==> src/rtl/raybox_input_pkg.sv <==
// raybox_input_pkg: button channel map and debounce timing defaults for the 25 MHz raybox clock
package raybox_input_pkg;
    localparam int BTN_MOVE_F   = 0;
    localparam int BTN_MOVE_B   = 1;
    localparam int BTN_MOVE_L   = 2;
    localparam int BTN_MOVE_R   = 3;
    localparam int BTN_SHOW_MAP = 4;
    localparam int BTN_SPARE    = 5;
    localparam int NUM_BTNS_DEFAULT     = 6;
    localparam int TICK_DIV_DEFAULT     = 25000;
    localparam int STABLE_TICKS_DEFAULT = 10;
    function automatic int min1_clog2(input int n);
        return (n > 1) ? $clog2(n) : 1;
    endfunction
endpackage

==> src/rtl/debounce_channel.sv <==
// debounce_channel: synchronise, normalise and debounce one button, emitting level and press/release pulses
module debounce_channel
    import raybox_input_pkg::*;
#(
    parameter int STABLE_TICKS = STABLE_TICKS_DEFAULT,
    parameter int ACTIVE_LOW   = 1
) (
    input  logic clk,
    input  logic reset,
    input  logic pin,
    input  logic tick,
    output logic level,
    output logic press,
    output logic rel
);
    localparam int   CW   = min1_clog2(STABLE_TICKS);
    localparam logic INV  = (ACTIVE_LOW != 0);
    localparam logic [CW-1:0] LAST = CW'(STABLE_TICKS - 1);
    logic [1:0]    sync;
    logic [CW-1:0] cnt;
    logic          s;
    assign s = sync[1] ^ INV;
    // any sample matching the current level restarts qualification
    always_ff @(posedge clk) begin
        if (reset) begin
            sync  <= {2{INV}};
            cnt   <= '0;
            level <= 1'b0;
            press <= 1'b0;
            rel   <= 1'b0;
        end else begin
            sync  <= {sync[0], pin};
            press <= 1'b0;
            rel   <= 1'b0;
            if (s == level)
                cnt <= '0;
            else if (tick && cnt == LAST) begin
                level <= s;
                cnt   <= '0;
                press <= s;
                rel   <= ~s;
            end else if (tick)
                cnt <= cnt + CW'(1);
        end
    end
endmodule

==> src/rtl/button_debounce.sv <==
// button_debounce: shared sample-tick prescaler feeding one debounce_channel per raw button pin
module button_debounce
    import raybox_input_pkg::*;
#(
    parameter int NUM_BTNS     = NUM_BTNS_DEFAULT,
    parameter int TICK_DIV     = TICK_DIV_DEFAULT,
    parameter int STABLE_TICKS = STABLE_TICKS_DEFAULT,
    parameter int ACTIVE_LOW   = 1
) (
    input  logic                clk,
    input  logic                reset,
    input  logic [NUM_BTNS-1:0] btn_raw,
    output logic [NUM_BTNS-1:0] btn_level,
    output logic [NUM_BTNS-1:0] btn_press,
    output logic [NUM_BTNS-1:0] btn_release,
    output logic                tick
);
    localparam int DW = min1_clog2(TICK_DIV);
    localparam logic [DW-1:0] DIV_LAST = DW'(TICK_DIV - 1);
    logic [DW-1:0] div;
    always_ff @(posedge clk) begin
        if (reset) begin
            div  <= '0;
            tick <= 1'b0;
        end else begin
            tick <= (div == DIV_LAST);
            div  <= (div == DIV_LAST) ? '0 : div + DW'(1);
        end
    end
    for (genvar g = 0; g < NUM_BTNS; g++) begin : g_ch
        debounce_channel #(
            .STABLE_TICKS(STABLE_TICKS),
            .ACTIVE_LOW  (ACTIVE_LOW)
        ) u_ch (
            .clk  (clk),
            .reset(reset),
            .pin  (btn_raw[g]),
            .tick (tick),
            .level(btn_level[g]),
            .press(btn_press[g]),
            .rel  (btn_release[g])
        );
    end
endmodule
==> config.mk <==
export PLATFORM = sky130hd
export DESIGN_NAME = button_debounce
export DESIGN_NICKNAME = d
export VERILOG_FILES = /design/src/rtl/raybox_input_pkg.sv /design/src/rtl/debounce_channel.sv /design/src/rtl/button_debounce.sv
export SDC_FILE = /design/constraint.sdc
export NUM_CORES = 1
export LEC_CHECK = 0
export CORE_MARGIN = 2
export CORE_UTILIZATION = 60
export DETAILED_ROUTE_END_ITERATION = 16
export PLACE_DENSITY = 0.85
export SYNTH_ARGS = -nofsm -noshare
export SYNTH_HDL_FRONTEND = slang
export SYNTH_SLANG_ARGS = --single-unit
==> constraint.sdc <==
create_clock -name clk -period 3.39 [get_ports clk]
set_input_delay 0.5085 -clock clk [delete_from_list [all_inputs] [get_ports clk]]
set_output_delay 0.5085 -clock clk [all_outputs]
set_load 0.01 [all_outputs]
# After elaboration in Yosys (flattened, before gate mapping)
# Cells that the tools add are included.
totals:
  register_bits: 70
  in_bits: 8
  out_inout_bits: 19
  word_cells: 95
classes:
  addsub: 7
  eq_ne: 13
  bitwise_logic: 18
  reduce_logical: 25
ops:
  columns: ["cell", "n"]
  rows:
  - ["3-bit OR reduction", 12]
  - ["4-bit by 1-bit adder with 4-bit output, second input constant", 6]
  - ["4-bit == test, second input constant", 6]
  - ["1-bit NOT", 18]
  - ["15-bit by 1-bit adder with 15-bit output, second input constant", 1]
  - ["15-bit == test, second input constant", 1]
  - ["2-bit AND reduction", 6]
  - ["1-bit == test", 6]
  - ["1-bit logical AND", 6]
  - ["2-bit OR reduction", 1]

# Longest topological paths before layout
# Gate-level depths: netlist (run 1).
depth:
  ltp_word: 4
  mapped_depth: 6
  depth_no_buf: 5

# Cells and area by module
# A second synthesis (run 1) with hierarchy kept.
unflattened:
  cells_unflattened: 270
  hier_area_um2: 2917.8
by_module_without_submodules:
  columns: ["module", "n_inst", "cells_per_inst", "area_per_inst_um2", "seq_area_each_um2"]
  rows:
  - ["debounce_channel", 6, 32, 367.9, 180.2]
  - ["button_debounce", 1, 78, 710.7, 320.3]

# Worst setup path after synthesis (run 1)
# Ideal clock, no wire load.
synth_timing:
  path_type: "flip-flop to flip-flop"
  from: "reg div[6]"
  to: "reg div[10]"
  setup_ns: 0.115
  arrival_time_ns: 1.545
  required_ns: 3.275
  slack_ns: 1.730
  path_stages_with_launch: 6
  n_path_buf: 1
  period_less_slack_ns: 1.660
  path_cell_list: "dfxtp_1 -> or4_1 -> or4_4 -> nand2b_4 -> buf_12 -> nor2_1"
synth_via:
  elab_chain_len: 2
  elab_cells_between_ends: 3
  classes_between: "add/sub: 1; eq/ne: 1; reduce/logical: 1"
synth_rtl:
  columns: ["element", "line", "source"]
  rows:
  - ["from (decl)", "button_debounce.sv:20", "logic [DW-1:0] div;"]
  - ["from (signal assigned)", "button_debounce.sv:27", "div <= (div == DIV_LAST) ? '0 : div + DW'(1);"]
  - ["branches (longest 2 deep; another with 15-bit by 1-bit adder with 15-bit output)", null, null]
# Parallel ways; which one is timed is not known.
# A chain may end at the register's enable or synchronous reset.

# Final worst setup path (run 1)
layout_timing:
  from: "reg tick"
  to: "out tick"
layout_rtl:
  columns: ["element", "line", "source"]
  rows:
  - ["from (decl)", "button_debounce.sv:16", "output logic tick"]
  - ["from (signal assigned)", "button_debounce.sv:26", "tick <= (div == DIV_LAST);"]
# No word-level cell between the ends.

==> results of run 1 <==
[stage by stage]
stage | total power, mW | worst slack (ns) | util
after global routing | 1.64 | 1.24 | 0.706
after global placement | 0.894 | 1.26 | 0.661
after CTS | 1.61 | 1.29 | 0.706
after detailed placement | 0.896 | 1.16 | 0.661
after floorplan | 0.883 | 1.73 | -
final | 1.59 | 1.31 | 0.706
[synthesized netlist by cell type (4+ instances only)]
library cell / number
sky130_fd_sc_hd__dfxtp_1: 70
sky130_fd_sc_hd__nor2_1: 44
sky130_fd_sc_hd__xor2_1: 20
sky130_fd_sc_hd__buf_4: 18
sky130_fd_sc_hd__nand2_1: 16
sky130_fd_sc_hd__xnor2_1: 16
sky130_fd_sc_hd__ha_1: 14
sky130_fd_sc_hd__a211oi_1: 12
sky130_fd_sc_hd__or2_2: 12
sky130_fd_sc_hd__nand4_1: 11
sky130_fd_sc_hd__nor3_1: 10
sky130_fd_sc_hd__inv_1: 8
sky130_fd_sc_hd__nor4_1: 8
sky130_fd_sc_hd__clkbuf_1: 7
sky130_fd_sc_hd__nand4b_1: 7
sky130_fd_sc_hd__or3_1: 7
sky130_fd_sc_hd__and4b_1: 6
sky130_fd_sc_hd__nand3_1: 5
sky130_fd_sc_hd__nor2_2: 4
[state kept, by name, indices dropped and copies added, names as in the netlist]
signal / count
g_ch.u_ch.cnt: 24
div: 15
tick: 1
g_ch.u_ch.sync: 12
g_ch.u_ch.rel: 6
g_ch.u_ch.press: 6
g_ch.u_ch.level: 6
[worst reg2reg max path, stage by stage (launching register included)]
cell and delay (ns):
sky130_fd_sc_hd__dfxtp_1 0.37, sky130_fd_sc_hd__or4_1 0.55, sky130_fd_sc_hd__or4_4 0.45, sky130_fd_sc_hd__nand2b_4 0.20, sky130_fd_sc_hd__a21oi_1 0.08
[per-layer routing]
layer,vias to the layer above,wire [µm]
li1,1044,-
met4,0,74
met1,974,2230
met5,-,0
met2,36,2580
met3,8,190
[cells by family after synthesis]
kind of cell | after synthesis | synth area share
simple gates | 134 | 0.248
compound gates | 14 | 0.0340
buf+inv | 36 | 0.0749
fa+ha+maj | 14 | 0.0596
flops | 70 | 0.477
xor+xnor | 36 | 0.107
[cells in the final DEF, fill, tap and decap left out, drive strengths merged, types with 4 or more instances in the layout]
master / n
ha: 14
xor2: 20
nand2: 16
clkbuf: 9
dfxtp: 70
or2: 12
or3: 7
inv: 8
clkdlybuf4s50: 26
and4b: 6
nand3: 5
nand4: 11
clkinv: 5
nand4b: 7
nor2: 48
a211oi: 12
nor3: 10
nor4: 8
xnor2: 16
buf: 4
[path summary, 6_finish.rpt]
path	to	slack (ns)	cells past startpoint
max reg2reg	div[5]	1.64	4
max	tick	1.31	2
min reg2reg	g_ch[5].u_ch.sync[1]	0.41	1
min	g_ch[5].u_ch.sync[1]	0.41	1
[final cells by class]
class / instances / area [µm²]
well taps: 67 / 83.8
multi-input cells: 198 / 1320
clock buffers: 9 / 124
inverters: 8 / 30.0
repair buffers: 30 / 290
clock inverters: 7 / 88.8
fillers: 355 / 1390
flip-flops and latches: 70 / 1400
[report_power, final]
part | internal, mW | switching, mW | leakage [nW]
registers | 0.831 | 0.00905 | 0.567
logic | 0.0189 | 0.0174 | 0.476
clock network | 0.410 | 0.307 | 0.113
==> results.md, run 1 <==
Floorplanning:
- The row count is 25.
- The initial standard-cell utilization of the core is 0.623.
- The die extent in x is 74.0 µm.
- From bottom edge to top edge, the die measures about 74 µm.
- 27 I/O pins were placed.
- The area of the die is 0.00548 mm².
- The total area inside the core boundary comes to 0.00472 mm².

Pwr:
- The leakage power summed over all cells is between 1 and 1.5 nW.
- The worst-case IR drop observed on VDD is 0.284 mV.
- The power per unit of standard cell area is ~480 mW/mm².

Synthesis:
- The netlist uses 28 different library cells.
- The fraction of registers with async set or reset after synthesis is 0.
- The sequential share of the synthesized area is 0.477.
- The top flip-flop cell by instance count after synthesis is sky130_fd_sc_hd__dfxtp_1.
- The net count after synthesis is 326.
- The mean area per synthesized cell is between 9 and 10 µm².
- Summing every instance area after synthesis gives just under 0.003 mm².
- The Yosys step of the flow raised 0 warnings.
- The number of flops mapped to enable cells by yosys is 0.
- After technology mapping, the gate count stands at 304.
- Of the post-synthesis cell area, the dominant cell type holds 0.477.
- After synthesis, the cell types taking the most area are sky130_fd_sc_hd__dfxtp_1 (48%), sky130_fd_sc_hd__ha_1 (6.0%), sky130_fd_sc_hd__xor2_1 (6.0%).
- The biggest area contributor in the post-synthesis netlist is sky130_fd_sc_hd__dfxtp_1.
- The number of register bits inferred by synthesis is 70.

Worst setup path:
- The number of buffer and inverter stages on the critical path is 2.
- The critical path in this run is classified as reg -> out.
- Data arrives at the worst endpoint at 1.57 ns.
- The highest fanout seen on the critical path is 29.
- The startpoint of the most critical setup path is tick.
- The worst setup path is captured at an output port.
- The launch point of the worst reg-to-reg path is div[6].
- The type of origin of the critical path is a register.
- The largest single stage delay on the critical path is 0.60 ns.
- Traced cell by cell, the critical path runs through buf_4 -> clkdlybuf4s50_1.
- The critical path required time is 2.88 ns.
- The dominant delay contributor by cell family on the critical path is buffers and inverters.
- On the critical path, the stage with the largest delay is an instance of sky130_fd_sc_hd__clkdlybuf4s50_1.

Clock network:
- The clock latency of the later-clocked register in the worst-skew pair is 0.34 ns.
- CTS placed an instance of sky130_fd_sc_hd__clkbuf_8 at the clock tree root.
- Counting the buffers created by CTS gives 9.
- Once the clock tree was built, the resizer swapped 0 gates to a different size.
- The number of setup buffers added after CTS is 0.
- The number of clock sinks is 70.
- The maximum number of buffers from clock root to sink is 2.
- The CTS tree is done.
- Clock-pin slew was measured on the worst setup and hold paths at 0.07 ns.
- The number of hold buffers added after CTS was 0.
- The total number of H-tree levels is 3.

STA:
- The count of pins over their slew limit is 0.
- The worst hold slack is 0.413 ns.
- The relative max-transition margin is 0.505.
- For the finished layout, the period the worst path requires is 2.08 ns.
- The setup violation total in the final timing report is 0.
- Static timing analysis puts the maximum clock frequency at 482 MHz.
- The final number of hold-violating endpoints was 0.
- The clock tree skew after final layout is 0.00601 ns.
- The share of the clock period used by the worst path is 0.612.
- The transition time at the pin with the least slew margin is 0.740 ns.
- Setup repair after global routing left no endpoint under its margin.
- The setup TNS after final layout is 0 ns.

Placed design:
- The total of buffers placed on input and output ports is 26.
- The routability congestion estimate is roughly 0.86.
- Once placement finished, the instance area stood at roughly 0.0031 mm².
- The post-placement cell count is 373.
- The wire-length estimate of the detail-placed layout is 3450 µm.

Detailed routing:
- Dividing the detail-routed wire length by the instance count gives 13.0 µm.
- The total via count after detailed routing is 2062.
- Dividing the detail-routed via count by the number of cells gives 5.30.
- For this run, design rule violations remaining after detail routing come to 0.
- The detail route stage leaves a number of antenna-violating nets equal to 0.
- The count of routing violations after the opening detailed-route iteration is 127.
- The routed design has 5070 µm of wire.
- The first-pass iteration count of the detailed router is 5.

Layout:
- After the flow finishes, the layout carries non-filler instances totaling 389.
- The count of inserted antenna diode cells is 0.
- Summing all non-filler instances in the final layout gives an area of ~0.0033 mm².
- Of the cells placed in the final design, the portion with a size suffix greater than 1 is 0.118.
- Relative to the synthesized area, the layout overhead comes to 13.5%.
- The layout net count is approximately 340.

Min path:
- The worst hold path begins at g_ch[5].u_ch.sync[0].
- The classification of the worst-slack hold path is reg -> reg.

Outcome:
- The flow ran to the end, and the final reports show no timing, DRC or antenna violations.

Global route:
- The first global-routing pass estimated 8510 µm of wire.
- The number of global-route vias before repair is 2017.
- In the global route stage, met1 resource usage came out at 0.236.
- The number of antenna violations at the first check in global routing is 0.
- The routing layer with the top usage in global route is met2.
- The remaining global-route overflow is 0.
- For this run, the total global-route usage over all layers was measured as 0.206.
- For this run, global-route usage on met3 was measured as 0.0705.
- Entering global routing, the biggest net connects 30 pins.
- The global-route met2 utilization is 0.352.

Flow run:
- Across the run, the number of max-cap violations was 0.
Power figures use the tool's default switching activity.
==> inputs of run 2 (changes only) <==
--- a/config.mk
+++ b/config.mk
@@ -6,9 +6,9 @@
 export NUM_CORES = 1
 export LEC_CHECK = 0
 export CORE_MARGIN = 2
-export CORE_UTILIZATION = 60
+export CORE_UTILIZATION = 51
 export DETAILED_ROUTE_END_ITERATION = 16
-export PLACE_DENSITY = 0.85
+export PLACE_DENSITY = 0.77
 export SYNTH_ARGS = -nofsm -noshare
 export SYNTH_HDL_FRONTEND = slang
 export SYNTH_SLANG_ARGS = --single-unit
==> constraint.sdc (replaced) <==
create_clock -name clk -period 1.8 [get_ports clk]
set_input_delay 0.27 -clock clk [delete_from_list [all_inputs] [get_ports clk]]
set_output_delay 0.27 -clock clk [all_outputs]
set_load 0.01 [all_outputs]
==> results.md, run 2 (synthesis gave the netlist of run 1 again) <==
Outcome:
- The run finished with clean final reports.

STA:
- Dividing the final minimum period by the clock period gives 0.945.
- The transition time at the pin with the least slew margin is 0.343 ns (-0.397 ns).
- The final period demand of the worst path is ~1.7 ns.
- The relative max-transition margin is 0.769 (+0.264).
- The count of pins over their slew limit came to 0 (unchanged).
- The clock tree skew after final layout was 0.00583 ns (-0.000175 ns).
- For this run, the top clock speed supported by timing is 588 MHz.
- Setup repair after global routing left no endpoint under its margin.
- The setup TNS after final layout is 0 ns (unchanged).
- The setup violation total in the final timing report came to 0 (unchanged).
- The minimum setup slack in the final design is 0.0996 ns (-1.21 ns).
- The final number of hold-violating endpoints came to 0 (unchanged).

Worst setup path:
- The startpoint-to-endpoint class of the critical path is reg -> out.
- The delay contributed by the slowest stage of the critical path is 0.55 ns (-0.05 ns).
- The element type at the critical path end is an output port.
- The critical path required time was 1.53 ns (-1.35 ns).
- The highest fanout seen on the critical path came to 22 (-24%).
- The data arrival time of the worst path is 1.43 ns (-0.14 ns).
- Traced cell by cell, the critical path runs through buf_12 -> clkdlybuf4s50_1.
- The type of origin of the critical path is a register.
- The master of the slowest instance on the critical path is sky130_fd_sc_hd__clkdlybuf4s50_1.

Pwr:
- The power per unit of standard cell area is 872 mW/mm² (+83%).
- The peak supply drop is 0.557 mV (+96%).
- The leakage power summed over all cells came to 1.19 nW (+2.9%).

Floorplanning:
- The area of the die is 0.00639 mm² (+17%).
- The total I/O pin count came to 27 (unchanged).
- The floorplan core area was 0.00554 mm² (+17%).
- The row count is 27 (+8.0%).
- The initial standard-cell utilization of the core is 0.531 (-0.0918).
- The height of the chip is 79.9 µm (+8.0%).
- The die extent in x came to 79.9 µm (+8.0%).

Clock network:
- TritonCTS built the clock tree.
- The clock-pin slew reported for the worst setup and hold paths after clock tree synthesis is 0.07 ns (about the same).
- The number of buffers inserted during clock tree synthesis is 9 (unchanged).
- The count of hold buffers inserted by post-cts repair is 0 (unchanged).
- The number of clock sinks came to 70 (unchanged).
- The clock latency of the later-clocked register in the worst-skew pair was 0.34 ns (about the same).
- The buffer count from post-CTS setup fixing is 0 (unchanged).
- The total number of H-tree levels is 3 (unchanged).
- The maximum number of buffers from clock root to sink came to 2 (unchanged).
- CTS placed an instance of sky130_fd_sc_hd__clkbuf_8 at the clock tree root.

Layout:
- In the final layout, the registers with the most flip-flops are g_ch.u_ch.cnt (24), div (15), g_ch.u_ch.sync (12).
- The count of inserted antenna diode cells is 0 (unchanged).
- Relative to the synthesized area, the layout overhead comes to 16.3%.
- Ranked by flip-flop count, first place goes to g_ch.u_ch.cnt.
- In the layout the commonest cells are sky130_fd_sc_hd__dfxtp_1 (69), sky130_fd_sc_hd__nor2_1 (44), sky130_fd_sc_hd__clkdlybuf4s50_1 (26).
- The fraction of final layout cells sized beyond drive strength 1 is 0.132 (+0.0139).
- The final instance area is 0.00342 mm² (+2.4%).
- The flip-flop count of the largest register after layout is 24 (unchanged).
- The most common library cell in the layout ignoring fill and taps is sky130_fd_sc_hd__dfxtp_1.
- The layout net count came to 343 (+1.2%).
- The final core area utilization is 0.617 (-0.0895).

Global route:
- The number of antenna violations at the first check in global routing is 0 (unchanged).
- The number of global-route vias before repair was 1898 (-5.9%).
- The pin count of the biggest net entering global routing is 24 (-20%).
- The remaining global-route overflow is 0 (unchanged).
- The first-pass GRT wire length is 8110 µm (-4.8%).
- The overall track demand over capacity in global routing is 0.165 (-0.0412).

Detailed routing:
- The count of routing violations after the opening detailed-route iteration was 53 (-58%).
- The total via count after detailed routing is 2019 (-2.1%).
- The routed wire length per instance came to 11.5 µm (-12%).
- The detail-routed via count per cell is 5.07 (-4.3%).
- The residual DRC count is 0 (unchanged).
- The remaining antenna violation count was 0 (unchanged).
- The total routed wirelength is 4570 µm (-9.7%).
- The first-pass iteration count of the detailed router is 4 (-1).

Placed design:
- The setup slack at placement is 0.102 ns (-1.06 ns).
- The HPWL reported at the end of detailed placement is 3220 µm (-6.6%).
- The routability congestion estimate is 0.805 (-6.0%).
- The total of buffers placed on input and output ports is 26 (unchanged).
- The placed instance area came to 0.00320 mm² (+2.4%).

Flow run:
- The number of maximum-capacitance constraint violations was 0 (unchanged).

Min path:
- The min-delay analysis places its worst path in the category reg -> reg.
==> run 2: cell count changes in the layout (fill, tap and decap cells not counted), sizes merged <==
cell    change
bufinv      -1
buf         +4
clkbuf      +4
clkinv      -3
==> run 2: final timing paths <==
path,start,endpoint,slack [ns],cells after the start
max,tick,tick,0.1,2
min,g_ch[4].u_ch.sync[0],g_ch[4].u_ch.sync[1],0.41,1
max reg2reg,div[6],div[14],0.1,4
min reg2reg,g_ch[4].u_ch.sync[0],g_ch[4].u_ch.sync[1],0.41,1
==> run 2: repair_timing <==
action                     4_1_cts  5_1_grt
hold endpoints to repair         0        0
gates resized for setup          0        1
setup endpoints to repair        0        1
==> run 2: cell type report <==
class	instances	area [µm²]
fill	472	2120
sequential	70	1400
multi-input combinational	198	1320
timing repair buffer	34	358
clock buffer	13	179
tap	72	90.1
clock inverter	3	40.0
inverter	8	30.0
==> run 2: metal layers <==
layer / part of all wire / track usage / wire length, µm / vias up
met3: 0.042 / 0.0735 / 193 / 2
met2: 0.50 / 0.266 / 2270 / 31
met5: 0 / 0 / 0 / -
li1: - / - / - / 1052
met1: 0.45 / 0.186 / 2070 / 934
met4: 0.0074 / 0.0780 / 34 / 0
==> run 2: stage by stage <==
step	total power, mW	instances	hold slack, ns
floorplan	1.66	304	0.374
global placement	1.70	382	0.392
detailed placement	1.70	382	0.392
CTS	3.02	398	0.404
global route	3.10	398	0.421
finish	2.98	398	0.405
==> run 2: worst max-delay path: cells and delay by family (launching register included) <==
| family | cells | cell delay, ns |
|---|---|---|
| buf+inv | 2 | 0.72 |
| flops | 1 | 0.37 |
==> run 2: power breakdown <==
group | internal, mW | switching, mW | total, mW
combinational | 0.0452 | 0.0383 | 0.0835
sequential | 1.57 | 0.0122 | 1.58
clock | 0.786 | 0.531 | 1.32
total | 2.40 | 0.581 | 2.98
